**src/rtl/apu_alarm_sched.sv**
```systemverilog
// One-shot alarm scheduler: N_REQ slots share one prescaled tick timebase.
// Expired slots are issued one at a time on a valid/ready port in round-robin order.
module apu_alarm_sched #(
    parameter int N_REQ  = 4,
    parameter int W_CTR  = 20,
    parameter int W_TICK = 8
) (
    input  logic                     clk,
    input  logic                     rst_n,
    input  logic [W_TICK-1:0]        tick_period,
    input  logic [N_REQ-1:0]         req_valid,
    input  logic [N_REQ*W_CTR-1:0]   req_delay,
    output logic [N_REQ-1:0]         req_ready,
    input  logic [N_REQ-1:0]         cancel,
    output logic [N_REQ-1:0]         busy,
    output logic                     evt_valid,
    output logic [$clog2(N_REQ)-1:0] evt_id,
    input  logic                     evt_ready
);

    localparam int W_ID = $clog2(N_REQ);
    localparam logic [W_ID:0] N_REQ_EXT = (W_ID+1)'(N_REQ);

    typedef enum logic [1:0] {
        S_IDLE    = 2'd0,
        S_ARMED   = 2'd1,
        S_PENDING = 2'd2,
        S_ISSUED  = 2'd3
    } slot_state_t;

    logic [W_TICK-1:0] r_tick_ctr;
    logic              r_tick;
    slot_state_t       r_state     [N_REQ];
    slot_state_t       w_state_nxt [N_REQ];
    logic [W_CTR-1:0]  r_rem       [N_REQ];
    logic [W_CTR-1:0]  w_rem_nxt   [N_REQ];
    logic              r_evt_valid;
    logic [W_ID-1:0]   r_evt_id;
    logic [W_ID-1:0]   r_rr_ptr;
    logic [N_REQ-1:0]  w_elig;
    logic              w_load;
    logic              w_win_found;
    logic [W_ID-1:0]   w_win_id;
    logic [W_ID:0]     w_idx;

    assign w_load    = !r_evt_valid || evt_ready;
    assign evt_valid = r_evt_valid;
    assign evt_id    = r_evt_id;

    // Prescaler: one-cycle tick pulse every tick_period+1 clocks
    always_ff @(posedge clk or negedge rst_n) begin
        if (!rst_n) begin
            r_tick_ctr <= '0;
            r_tick     <= 1'b0;
        end else if (r_tick_ctr == '0) begin
            r_tick_ctr <= tick_period;
            r_tick     <= 1'b1;
        end else begin
            r_tick_ctr <= r_tick_ctr - W_TICK'(1);
            r_tick     <= 1'b0;
        end
    end

    // Per-slot status outputs and issue eligibility (a cancelled slot cannot win)
    always_comb begin
        for (int i = 0; i < N_REQ; i++) begin
            busy[i]      = (r_state[i] != S_IDLE);
            req_ready[i] = (r_state[i] == S_IDLE);
            w_elig[i]    = (r_state[i] == S_PENDING) && !cancel[i];
        end
    end

    // Round-robin winner: scan from the highest offset down so the nearest slot at/after rr_ptr wins
    always_comb begin
        w_win_found = 1'b0;
        w_win_id    = '0;
        w_idx       = '0;
        for (int k = N_REQ - 1; k >= 0; k--) begin
            w_idx       = {1'b0, r_rr_ptr} + (W_ID+1)'(k);
            w_idx       = (w_idx >= N_REQ_EXT) ? (w_idx - N_REQ_EXT) : w_idx;
            w_win_found = w_win_found | w_elig[w_idx[W_ID-1:0]];
            w_win_id    = w_elig[w_idx[W_ID-1:0]] ? w_idx[W_ID-1:0] : w_win_id;
        end
    end

    // Slot next-state logic; cancel outranks a same-cycle expiry
    always_comb begin
        for (int i = 0; i < N_REQ; i++) begin
            w_state_nxt[i] = r_state[i];
            w_rem_nxt[i]   = r_rem[i];
            case (r_state[i])
                S_IDLE: begin
                    if (req_valid[i]) begin
                        w_rem_nxt[i]   = req_delay[i*W_CTR +: W_CTR];
                        w_state_nxt[i] = (req_delay[i*W_CTR +: W_CTR] == '0) ? S_PENDING : S_ARMED;
                    end else begin
                        w_state_nxt[i] = S_IDLE;
                    end
                end
                S_ARMED: begin
                    if (cancel[i]) begin
                        w_state_nxt[i] = S_IDLE;
                        w_rem_nxt[i]   = '0;
                    end else if (r_tick) begin
                        w_rem_nxt[i]   = r_rem[i] - W_CTR'(1);
                        w_state_nxt[i] = (r_rem[i] == W_CTR'(1)) ? S_PENDING : S_ARMED;
                    end else begin
                        w_state_nxt[i] = S_ARMED;
                    end
                end
                S_PENDING: begin
                    if (cancel[i]) begin
                        w_state_nxt[i] = S_IDLE;
                    end else if (w_load && w_win_found && (w_win_id == W_ID'(i))) begin
                        w_state_nxt[i] = S_ISSUED;
                    end else begin
                        w_state_nxt[i] = S_PENDING;
                    end
                end
                S_ISSUED: begin
                    if (r_evt_valid && evt_ready) begin
                        w_state_nxt[i] = S_IDLE;
                    end else begin
                        w_state_nxt[i] = S_ISSUED;
                    end
                end
                default: begin
                    w_state_nxt[i] = S_IDLE;
                    w_rem_nxt[i]   = '0;
                end
            endcase
        end
    end

    // Slot state and remaining-tick registers
    always_ff @(posedge clk or negedge rst_n) begin
        if (!rst_n) begin
            for (int i = 0; i < N_REQ; i++) begin
                r_state[i] <= S_IDLE;
                r_rem[i]   <= '0;
            end
        end else begin
            for (int i = 0; i < N_REQ; i++) begin
                r_state[i] <= w_state_nxt[i];
                r_rem[i]   <= w_rem_nxt[i];
            end
        end
    end

    // Event register and round-robin pointer; held stable while stalled
    always_ff @(posedge clk or negedge rst_n) begin
        if (!rst_n) begin
            r_evt_valid <= 1'b0;
            r_evt_id    <= '0;
            r_rr_ptr    <= '0;
        end else if (w_load && w_win_found) begin
            r_evt_valid <= 1'b1;
            r_evt_id    <= w_win_id;
            r_rr_ptr    <= (w_win_id == W_ID'(N_REQ - 1)) ? '0 : (w_win_id + W_ID'(1));
        end else if (w_load) begin
            r_evt_valid <= 1'b0;
        end else begin
            r_evt_valid <= r_evt_valid;
        end
    end

endmodule

```
**config.mk**
```make
export PLATFORM = sky130hd
export DESIGN_NAME = apu_alarm_sched
export DESIGN_NICKNAME = d
export VERILOG_FILES = /design/src/rtl/apu_alarm_sched.sv
export SDC_FILE = /design/constraint.sdc
export NUM_CORES = 1
export LEC_CHECK = 0
export BUFFER_PORTS_ARGS = -buffer_cell sky130_fd_sc_hd__buf_2
export CAP_MARGIN = 30
export CORE_UTILIZATION = 52
export DETAILED_ROUTE_END_ITERATION = 16
export PLACE_DENSITY = 0.88
export SKIP_CTS_REPAIR_TIMING = 1
export SYNTH_ARGS = -nofsm -noshare
export SYNTH_HDL_FRONTEND = slang
export SYNTH_SLANG_ARGS = --single-unit
```
**constraint.sdc**
```tcl
create_clock -name clk -period 2.25 [get_ports clk]
set_input_delay 0.45 -clock clk [delete_from_list [all_inputs] [get_ports clk]]
set_output_delay 0.45 -clock clk [all_outputs]
set_load 0.03 [all_outputs]
```
==> results.cfg <==
[run_status]
status = complete, no violations

[critical_path]
path_common_cell = buf_4
arrival_ns = 2.35
cp.required_ns = 2.49
reg2reg_setup_slack_ns = 0.14
cp-end-kind = flop
startpoint_type = flop
crit_fanout = 5
critPathMaxStageDelay_ns = 0.39
cp_top_family = compound AO/OA/AOI/OAI gates
ff2ff_path_depth = 9
worst-path-stages = 9
crit_path_cell_trace = nor3b_1, buf_4, mux2i_1, o221a_2, buf_4, ha_1, a31oi_1, nor2_1, a221o_1
worstSetupPathType = flop to flop
cp.buffers_inverters = 2
slowest_stage = dfrtp_1

[floorplan]
placementRows = 41
top_level_ports = 110
fp.coreArea_sq_um = 12700
start_util_pct = 53.9
fp.dieW_microns = 117
die_h_microns = 117
die_area_sq_um = 13600

[placed_design]
dp.cells = 1108
dp_slack_ns = -0.0193
port_buffers = 109
place.gp.congestion = 0.938
place_hpwl_mm = 14.4

[cells_and_area]
regArea_sq_um = 2550
nets = 1060
layout_common_cells = 108 x buf_2, 102 x dfrtp_1, 87 x o21ai_0
syn2layout_area_growth_pct = 20.8
final_common_cell = buf_2
fillers = 1105
multi_input_area_sq_um = 4030
antenna_cells = 0
final_cells = 1124
drive_gt1_share_pct = 23.3

[pwr]
peakVddDrop_v = 0.000651
p_per_area_nw_per_um2 = 804
p_leak_nw = 3.46

[global_routing]
grt_pass1_wl_mm = 33.2
grt-ovfl-total = 0
first_global_vias = 6886
antenna_found_initial = 0
track_usage_pct = 30.9
grt_max_degree = 103

[synthesis]
ys_top_cells_by_area = dfrtp_1 37%, o21ai_0 6.4%, nor4_1 3.9%, nand2_1 3.4%, nor2_1 3.3%
yosysTopAreaCellShare_pct = 37.2
ys_seq_area_share_pct = 37.2
syn_avg_cell_area_sq_um = 8.48
synth_flop_cell = dfrtp_1
syn_inst = 808
synth_top_cell_by_area = dfrtp_1
synth_edf_count = 0
synth-seq-cells = 102
synth.distinct_cells = 70
async_flop_share_pct = 100
synth_nets = 921
ys_warn_count = 0
synth_area_sq_um = 6850

[cts]
cts_tree = yes
worstSkewPairLatency_ns = 0.36
cts.sinks = 102
cts_max_level = 3
ctsRootBufferMaster = clkbuf_16
clockBufferDepth = 2
cts_made_buffers = 9
clkTransAtPathRegs_ns = 0.07

[flow_run]
drv_cap = 0

[timing]
max_slew.worst_pin.slew_ns = 0.696
final.setup_skew_ns = 0.0106
hold_violations = 0
post-route-period-util_pct = 93.6
setup_viol = 0
max_slew_margin_pct = 53.2
layout_setup_ws_ns = 0.143
fin_crit_ns = 2.11
setup_tns_ns = 0
fmax_mhz = 475
rsz0062_at_grt = false
maxSlewViolCount = 0

[route]
num_vias = 7429
drc = 0
wl_per_cell_microns = 18.2
first_pass_iters = 8
drt_wl_total_mm = 20.5
viasPerCell = 6.61
antenna_left = 0
drt_iter0_drc = 970

[hold_path]
hold_path.class = input port to asynchronous set/reset pin
-- power breakdown --
| group | switching [mW] | internal, mW |
|---|---|---|
| logic | 1.37 | 0.917 |
| clock network | 0.711 | 1.07 |
| registers | 0.414 | 2.18 |
| total | 2.50 | 4.17 |
-- registers in the layout, indices dropped and copies added, names as in the netlist --
signal / flops
evt_id: 2
evt_valid: 1
r_rem: 80
r_rr_ptr: 2
r_state: 8
r_tick: 1
r_tick_ctr: 8
-- cell usage after synthesis, types with 5 or more instances --
cell type	number
dfrtp_1	102
o21ai_0	87
nand2_1	62
nor2_1	61
nor4_1	43
clkbuf_1	37
nor3_1	33
nand3_1	28
a21oi_1	26
a22oi_1	24
inv_1	23
nor3b_1	20
or4_1	17
a31oi_1	16
a32oi_1	15
ha_1	14
nand4_1	14
o211ai_1	11
nand2b_1	10
o2bb2ai_1	10
or3_1	10
a221o_1	9
nor4b_1	8
o311ai_0	8
and3_1	6
buf_2	6
or2_2	6
or3b_2	6
a211o_1	5
a211oi_1	5
and2_1	5
mux2i_1	5
-- cell type report --
cell class,instances,share of cell area (%)
Multi-Input combinational cell,635,48.7
Sequential cell,102,30.8
Timing Repair Buffer,176,12.8
Clock buffer,13,3.26
Tap cell,172,2.60
Inverter,23,1.04
Clock inverter,3,0.785
-- metrics by stage --
step           instance area (sq um)  utilization, %  total power, mW  hold WS (ns)
2_1_floorplan                   6850               -             3.97         0.154
3_3_place_gp                    7940            62.4             4.74         0.474
3_5_place_dp                    7940            62.4             4.81         0.481
4_1_cts                         8270            65.0             6.60         0.185
5_1_grt                         8280            65.1             7.02         0.196
6_report                        8280            65.1             6.66         0.147
-- cells by family after synthesis --
group / Yosys count / share of synthesized area, %
muxes: 6 / 0.895
buffers and inverters: 71 / 4.20
adders and majority gates: 14 / 2.56
AOI/OAI and AO/OA: 258 / 25.5
DFF: 102 / 37.2
and+or+nand+nor: 352 / 29.0
xor gates and xnor gates: 5 / 0.639
-- path summary, 6_finish.rpt --
check	startpoint	endpoint
min in group clk	tick_period[3]	r_tick_ctr[3]
min reg2reg	r_tick_ctr[7]	r_tick
min	rst_n	r_rem[9]
max	r_state[2]	r_state[0]
max reg2reg	r_state[2]	r_state[0]
max in group asynchronous	rst_n	r_rem[20]
-- routing by layer --
| metal | vias up | part of all wire, % | track usage [%] |
|---|---|---|---|
| li1 | 3426 | - | - |
| met1 | 3490 | 42 | 41.5 |
| met2 | 451 | 46 | 48.8 |
| met3 | 62 | 9.3 | 7.42 |
| met4 | 0 | 2.5 | 11.0 |
| met5 | - | 0 | 0 |
-- worst register-to-register path, delay by kind of cell, from the launching register on --
family                   cells  cell delay [ns]
AO/OA/AOI/OAI                3             0.69
buffers and inverters        2             0.34
AND/OR/NAND/NOR              2             0.33
multiplexers                 1             0.07
adder cells (fa/ha/maj)      1             0.19
flip-flops                   1             0.39
Note: power is estimated with default switching activity, not from simulation.
